[config.mk]
export PLATFORM = sky130hd
export DESIGN_NAME = vending_fsm_param
export DESIGN_NICKNAME = d
export VERILOG_FILES = /design/src/rtl/vending_fsm_param.sv
export SDC_FILE = /design/constraint.sdc
export NUM_CORES = 1
export LEC_CHECK = 0
export BUFFER_PORTS_ARGS = -buffer_cell sky130_fd_sc_hd__buf_2
export CORE_MARGIN = 2
export CORE_UTILIZATION = 30
export DETAILED_ROUTE_END_ITERATION = 10
export MAX_ROUTING_LAYER = met4
export PLACE_DENSITY_LB_ADDON = 0.05
export REMOVE_ABC_BUFFERS = 1
export SKIP_LAST_GASP = 1
export SLEW_MARGIN = 10
export SYNTH_ARGS = -nofsm -noshare
export SYNTH_HDL_FRONTEND = slang
export SYNTH_SLANG_ARGS = --single-unit
[constraint.sdc]
create_clock -name clk -period 3.24 [get_ports clk]
set_input_delay 0.324 -clock clk [delete_from_list [all_inputs] [get_ports clk]]
set_output_delay 0.324 -clock clk [all_outputs]
set_load 0.005 [all_outputs]
[src/rtl/vending_fsm_param.sv]
// Parametrised vending controller: N coin denominations, overpay credit carry,
// cancel/refund and a valid/ready change handshake.
// Optional feature macro: VEND_SALES_CNT_EN adds the sales_cnt port and counter.
module vending_fsm_param #(
    parameter int unsigned                     NUM_COINS = 3,
    parameter int unsigned                     CREDIT_W  = 8,
    parameter int unsigned                     PRICE     = 5,
    parameter logic [NUM_COINS*CREDIT_W-1:0]   COIN_VALS = {8'd5, 8'd2, 8'd1}
`ifdef VEND_SALES_CNT_EN
    ,
    parameter int unsigned                     SALES_W   = 16
`endif
) (
    input  logic                                         clk,
    input  logic                                         reset_n,
    input  logic                                         coin_valid,
    input  logic [((NUM_COINS > 1) ? $clog2(NUM_COINS) : 1)-1:0] coin_sel,
    output logic                                         coin_ready,
    output logic                                         coin_reject,
    input  logic                                         cancel,
    output logic                                         dispense,
    output logic [CREDIT_W-1:0]                          credit,
    output logic                                         change_valid,
    output logic [CREDIT_W-1:0]                          change_amt,
    input  logic                                         change_ready
`ifdef VEND_SALES_CNT_EN
    ,
    output logic [SALES_W-1:0]                           sales_cnt
`endif
);

    localparam int unsigned SEL_W = (NUM_COINS > 1) ? $clog2(NUM_COINS) : 1;

    // Largest denomination, used to check that credit arithmetic cannot wrap.
    function automatic longint unsigned max_coin_f();
        longint unsigned m;
        m = 0;
        for (int i = 0; i < int'(NUM_COINS); i++) begin
            if (longint'(COIN_VALS[i*CREDIT_W +: CREDIT_W]) > m) begin
                m = longint'(COIN_VALS[i*CREDIT_W +: CREDIT_W]);
            end
        end
        return m;
    endfunction

    localparam longint unsigned MAX_COIN = max_coin_f();
    localparam longint unsigned CRED_MAX = (64'd1 << CREDIT_W) - 64'd1;

    // Elaboration-time parameter sanity checks.
    if (PRICE < 1) begin : g_price_chk
        $error("vending_fsm_param: PRICE must be >= 1");
    end
    if (longint'(PRICE) + MAX_COIN - 64'd1 > CRED_MAX) begin : g_credit_w_chk
        $error("vending_fsm_param: CREDIT_W too narrow for PRICE + max coin - 1");
    end

    typedef enum logic [1:0] {
        S_COLLECT = 2'd0,
        S_VEND    = 2'd1,
        S_CHANGE  = 2'd2
    } state_e;

    localparam logic [CREDIT_W-1:0] PRICE_C = CREDIT_W'(PRICE);

    state_e                state_q, state_d;
    logic [CREDIT_W-1:0]   credit_q, credit_d;
    logic                  dispense_q, dispense_d;
    logic                  coin_reject_q, coin_reject_d;
    logic                  change_valid_q, change_valid_d;
    logic [CREDIT_W-1:0]   change_amt_q, change_amt_d;
`ifdef VEND_SALES_CNT_EN
    logic [SALES_W-1:0]    sales_cnt_q, sales_cnt_d;
`endif

    logic                  in_collect;
    logic                  coin_acc;
    logic                  coin_hit;
    logic                  coin_ok;
    logic                  refund;
    logic [CREDIT_W-1:0]   coin_val;
    logic [CREDIT_W-1:0]   sum;

    // Denomination lookup; out-of-range selects leave coin_hit low.
    always_comb begin
        coin_hit = 1'b0;
        coin_val = '0;
        for (int i = 0; i < int'(NUM_COINS); i++) begin
            if (SEL_W'(i) == coin_sel) begin
                coin_hit = 1'b1;
                coin_val = COIN_VALS[i*CREDIT_W +: CREDIT_W];
            end
        end
    end

    assign in_collect = (state_q == S_COLLECT);
    assign coin_acc   = coin_valid & in_collect;
    assign coin_ok    = coin_acc & coin_hit;
    assign sum        = credit_q + (coin_ok ? coin_val : '0);
    assign refund     = in_collect & cancel & ((credit_q != '0) | coin_ok);

    // State register plus registered outputs, synchronous active-low reset.
    always_ff @(posedge clk) begin
        if (!reset_n) begin
            state_q        <= S_COLLECT;
            credit_q       <= '0;
            dispense_q     <= 1'b0;
            coin_reject_q  <= 1'b0;
            change_valid_q <= 1'b0;
            change_amt_q   <= '0;
`ifdef VEND_SALES_CNT_EN
            sales_cnt_q    <= '0;
`endif
        end else begin
            state_q        <= state_d;
            credit_q       <= credit_d;
            dispense_q     <= dispense_d;
            coin_reject_q  <= coin_reject_d;
            change_valid_q <= change_valid_d;
            change_amt_q   <= change_amt_d;
`ifdef VEND_SALES_CNT_EN
            sales_cnt_q    <= sales_cnt_d;
`endif
        end
    end

    // Next-state logic; refund takes priority over completing a sale.
    always_comb begin
        state_d = state_q;
        case (state_q)
            S_COLLECT: begin
                if (refund) begin
                    state_d = S_CHANGE;
                end else if (coin_ok && (sum >= PRICE_C)) begin
                    state_d = S_VEND;
                end
            end
            S_VEND:   state_d = (credit_q != '0) ? S_CHANGE : S_COLLECT;
            S_CHANGE: if (change_ready) state_d = S_COLLECT;
            default:  state_d = S_COLLECT;
        endcase
    end

    // Next values of credit and registered outputs.
    always_comb begin
        credit_d       = credit_q;
        dispense_d     = 1'b0;
        coin_reject_d  = 1'b0;
        change_valid_d = change_valid_q;
        change_amt_d   = change_amt_q;
`ifdef VEND_SALES_CNT_EN
        sales_cnt_d    = dispense_q ? (sales_cnt_q + SALES_W'(1)) : sales_cnt_q;
`endif
        case (state_q)
            S_COLLECT: begin
                coin_reject_d = coin_acc & ~coin_hit;
                if (refund) begin
                    change_valid_d = 1'b1;
                    change_amt_d   = sum;
                    credit_d       = sum;
                end else if (coin_ok) begin
                    if (sum >= PRICE_C) begin
                        dispense_d = 1'b1;
                        credit_d   = sum - PRICE_C;
                    end else begin
                        credit_d   = sum;
                    end
                end
            end
            S_VEND: begin
                if (credit_q != '0) begin
                    change_valid_d = 1'b1;
                    change_amt_d   = credit_q;
                end
            end
            S_CHANGE: begin
                if (change_ready) begin
                    credit_d       = '0;
                    change_valid_d = 1'b0;
                end
            end
            default: begin
                credit_d       = '0;
                change_valid_d = 1'b0;
            end
        endcase
    end

    assign coin_ready   = in_collect;
    assign coin_reject  = coin_reject_q;
    assign dispense     = dispense_q;
    assign credit       = credit_q;
    assign change_valid = change_valid_q;
    assign change_amt   = change_amt_q;
`ifdef VEND_SALES_CNT_EN
    assign sales_cnt    = sales_cnt_q;
`endif

endmodule

==> reports/qor.yml <==
run_status:
  status: "finished, final reports clean"
place:
  hpwl_um: 3790
  gp_congestion: 0.879
  io_buffers: 26
  dpl.cell_count: 304
global_routing:
  grt_pass1_vias: 1667
  grt_start_max_net_pins: 21
  globalRoute.totalOverflow: 0
  grt_first_pass_wirelength_um: 8270
  gr-usage-all-layers_pct: 17.6
  antenna_found_initial: 0
die:
  dieHeight_um: 77.9
  initial_core_util_pct: 31.7
  dieArea_sq_um: 6070
  die_x_um: 77.9
  rows: 26
  core_sq_um: 5170
  io-pin-count: 27
sta:
  fmax_mhz: 327
  finalSetupViolCount: 0
  finClkSkew_ns: 0.0124
  slew_headroom_pct: 46.9
  tightest_slew_ns: 0.794
  final_max_slew_viol_count: 0
  worst_hold_slack_ns: 0.324
  timing.final.crit_share_pct: 94.5
  hold_viol_final: 0
  period_needed_ns: 3.06
yosys:
  synth_edf_count: 0
  synth-seq-cells: 21
  syn_area_per_cell_sq_um: 8.31
  synth_area_sq_um: 1640
  synth_compound_area_share_pct: 29.0
  synth-seq-area-share_pct: 25.7
  syn_inst: 197
  synthAdderAreaFrac_pct: 5.04
  synth-simple-area-share_pct: 25.8
  synth.distinct_cells: 66
  synth_xor_xnor_area_share_pct: 5.35
  synthFlopType: "dfxtp_1"
  synth_area_leaders: "dfxtp_1, nand2_1, o211a_1"
  yosys.area.top_type: "dfxtp_1"
  synthMuxAreaShare_pct: 2.52
  yosys.area.top_type_share_pct: 25.7
  synth_warnings: 0
  async_flop_share_pct: 0
  synth_top_family_by_area: "compound AO/OA/AOI/OAI gates"
detailed_routing:
  wl_um: 4930
  wire_per_inst_um: 16.0
  drt_iter0_drc: 81
  vias: 1657
  via_per_inst: 5.38
  drc_errors: 0
  drtAntennaViolNets: 0
  first_pass_iters: 4
critical_path:
  cp.required_ns: 3.43
  r2r_start: "state_q[1]"
  arrival_ns: 3.25
  rrSetupSlack_ns: 0.18
  r2r_cells: 12
  path_max_fanout: 7
  cp-end-kind: "flip-flop"
  r2r-end: "credit[6]"
  crit_type: "flip-flop to flip-flop"
  startpoint_type: "flip-flop"
hold_path:
  hold_start: "coin_sel[1]"
  holdPathStages: 3
  min_to: "coin_reject"
  hold_path.class: "input port to flip-flop"
pwr:
  switchingPower_uw: 883
  irDropWorstVdd_mv: 0.342
  cellLeakagePower_nw: 0.927
  p_int_mw: 1.04
  power.share.switching_pct: 46.0
  seqPwrFrac_pct: 25.3
  powerDensity_nw_per_um2: 943
  p_clk_share_pct: 9.7
  total_power_mw: 1.92
  combinationalPowerShare_pct: 65.0
clock_network:
  numCtsBuffers: 3
  clock-sinks: 21
  cts_tree: "built"
  clock-root-buffer: "clkbuf_8"
  cts_hold_buffers: 0
  cts_max_path_buffers: 2
  cts_max_level: 1
  clk_pin_slew_ns: 0.08
  clock_latency_ns: 0.27
final_layout:
  synthToLayoutAreaGrowth_pct: 24.4
  fill_cells: 537
  fin_nets: 252
  drive_gt1_share_pct: 32.8
  final_cell_count_no_fill: 308
  antenna_cells: 0
job:
  cap_violations: 0
## worst max-delay path, cell delays in order (launching register included)
cell	delay, ns
dfxtp_1	0.32
or3b_4	0.41
nor2_2	0.11
and2_1	0.15
ha_1	0.31
a21o_2	0.27
a32oi_2	0.25
nand2_2	0.11
buf_4	0.17
o31ai_2	0.19
o31ai_2	0.12
or3b_1	0.37
a31oi_1	0.20
## how the worst max path moves through the flow
stage | start | endpoint | depth (start not counted)
after floorplan | state_q[1] | credit[7] | 12
after global placement | coin_valid | credit[6] | 14
after detailed placement | coin_valid | credit[6] | 14
after CTS | state_q[1] | credit[6] | 13
after global routing | state_q[1] | credit[3] | 11
final | state_q[1] | credit[6] | 12
## kinds of logic after synthesis
kind of cell             count (synthesis)
AO/OA/AOI/OAI                           58
XOR/XNOR                                10
adder cells (fa/ha/maj)                  6
buffers and inverters                   17
flip-flops                              21
multiplexers                             4
AND/OR/NAND/NOR                         81
## layout by cell type (no fill, tap or decap), types with 4 or more instances in the layout
cell type and count:
a21oi_1 5, buf_2 26, buf_4 23, dfxtp_1 21, inv_1 4, nand2_1 25, nand3_1 5, nor2_1 14
nor2b_1 5, nor3_1 5, o211a_1 8, o21a_1 4, o21ai_0 5, xnor2_1 7
## metal layers
layer,vias up,global-route usage [%],part of all wire (%),wire length (um)
met5,-,-,0,0
met4,0,5.18,1.7,85
met3,8,2.44,4.4,216
met2,42,30.4,50,2470
met1,790,21.2,44,2160
li1,817,-,-,-
## registers in the layout, summed over array words and instances, names as in the netlist
| signal | count |
|---|---|
| change_amt | 8 |
| credit | 8 |
| state_q | 2 |
| change_valid | 1 |
| coin_reject | 1 |
| dispense | 1 |
## synth_stat cells, drive strengths merged (3+ instances only)
cell type	number
ha	5
mux2i	3
or3	3
o211a	8
nor2	16
o21a	4
a21oi	6
nor3	5
inv	5
clkbuf	7
dfxtp	21
o21ai	7
a22o	3
nand2	26
nor3b	4
a211oi	3
buf	3
xnor2	7
nand3	5
xor2	3
nor2b	5
## power by group through the flow
| stage | sequential, mW | clock [mW] | combinational, mW |
|---|---|---|---|
| final | 0.486 | 0.187 | 1.25 |
| after global routing | 0.506 | 0.201 | 1.39 |
| after CTS | 0.486 | 0.193 | 1.19 |
| after detailed placement | 0.491 | 0 | 1.19 |
| after global placement | 0.488 | 0 | 1.16 |
| after floorplan | 0.467 | 0 | 0.725 |
## per-stage QoR
stage	setup TNS, ns	worst slack [ns]	util, %	cell area [sq um]
global route	-0.0591	-0.0477	39.4	2040
detailed placement	-1.07	-0.260	37.5	1940
floorplan	-0.000176	-0.000176	-	1550
CTS	-0.327	-0.0768	38.4	1980
finish	0	0.179	39.4	2040
global placement	-0.783	-0.152	37.5	1940
## cell type report
cell class,instances,area [sq um],area share (%)
clock buffer,3,41.3,2.03
clock inverter,1,5.00,0.246
inverter,5,18.8,0.921
multi-input combinational,159,1160,57.0
sequential,21,420,20.6
tap,70,87.6,4.30
timing repair buffer,49,303,14.9
## timing repair
item,4_1_cts,5_1_grt
setup endpoints to repair,6,8
setup buffers,0,0
pin swaps,0,2
resized for setup,1,16
hold endpoints to repair,0,0
Power figures use the tool's default switching activity.
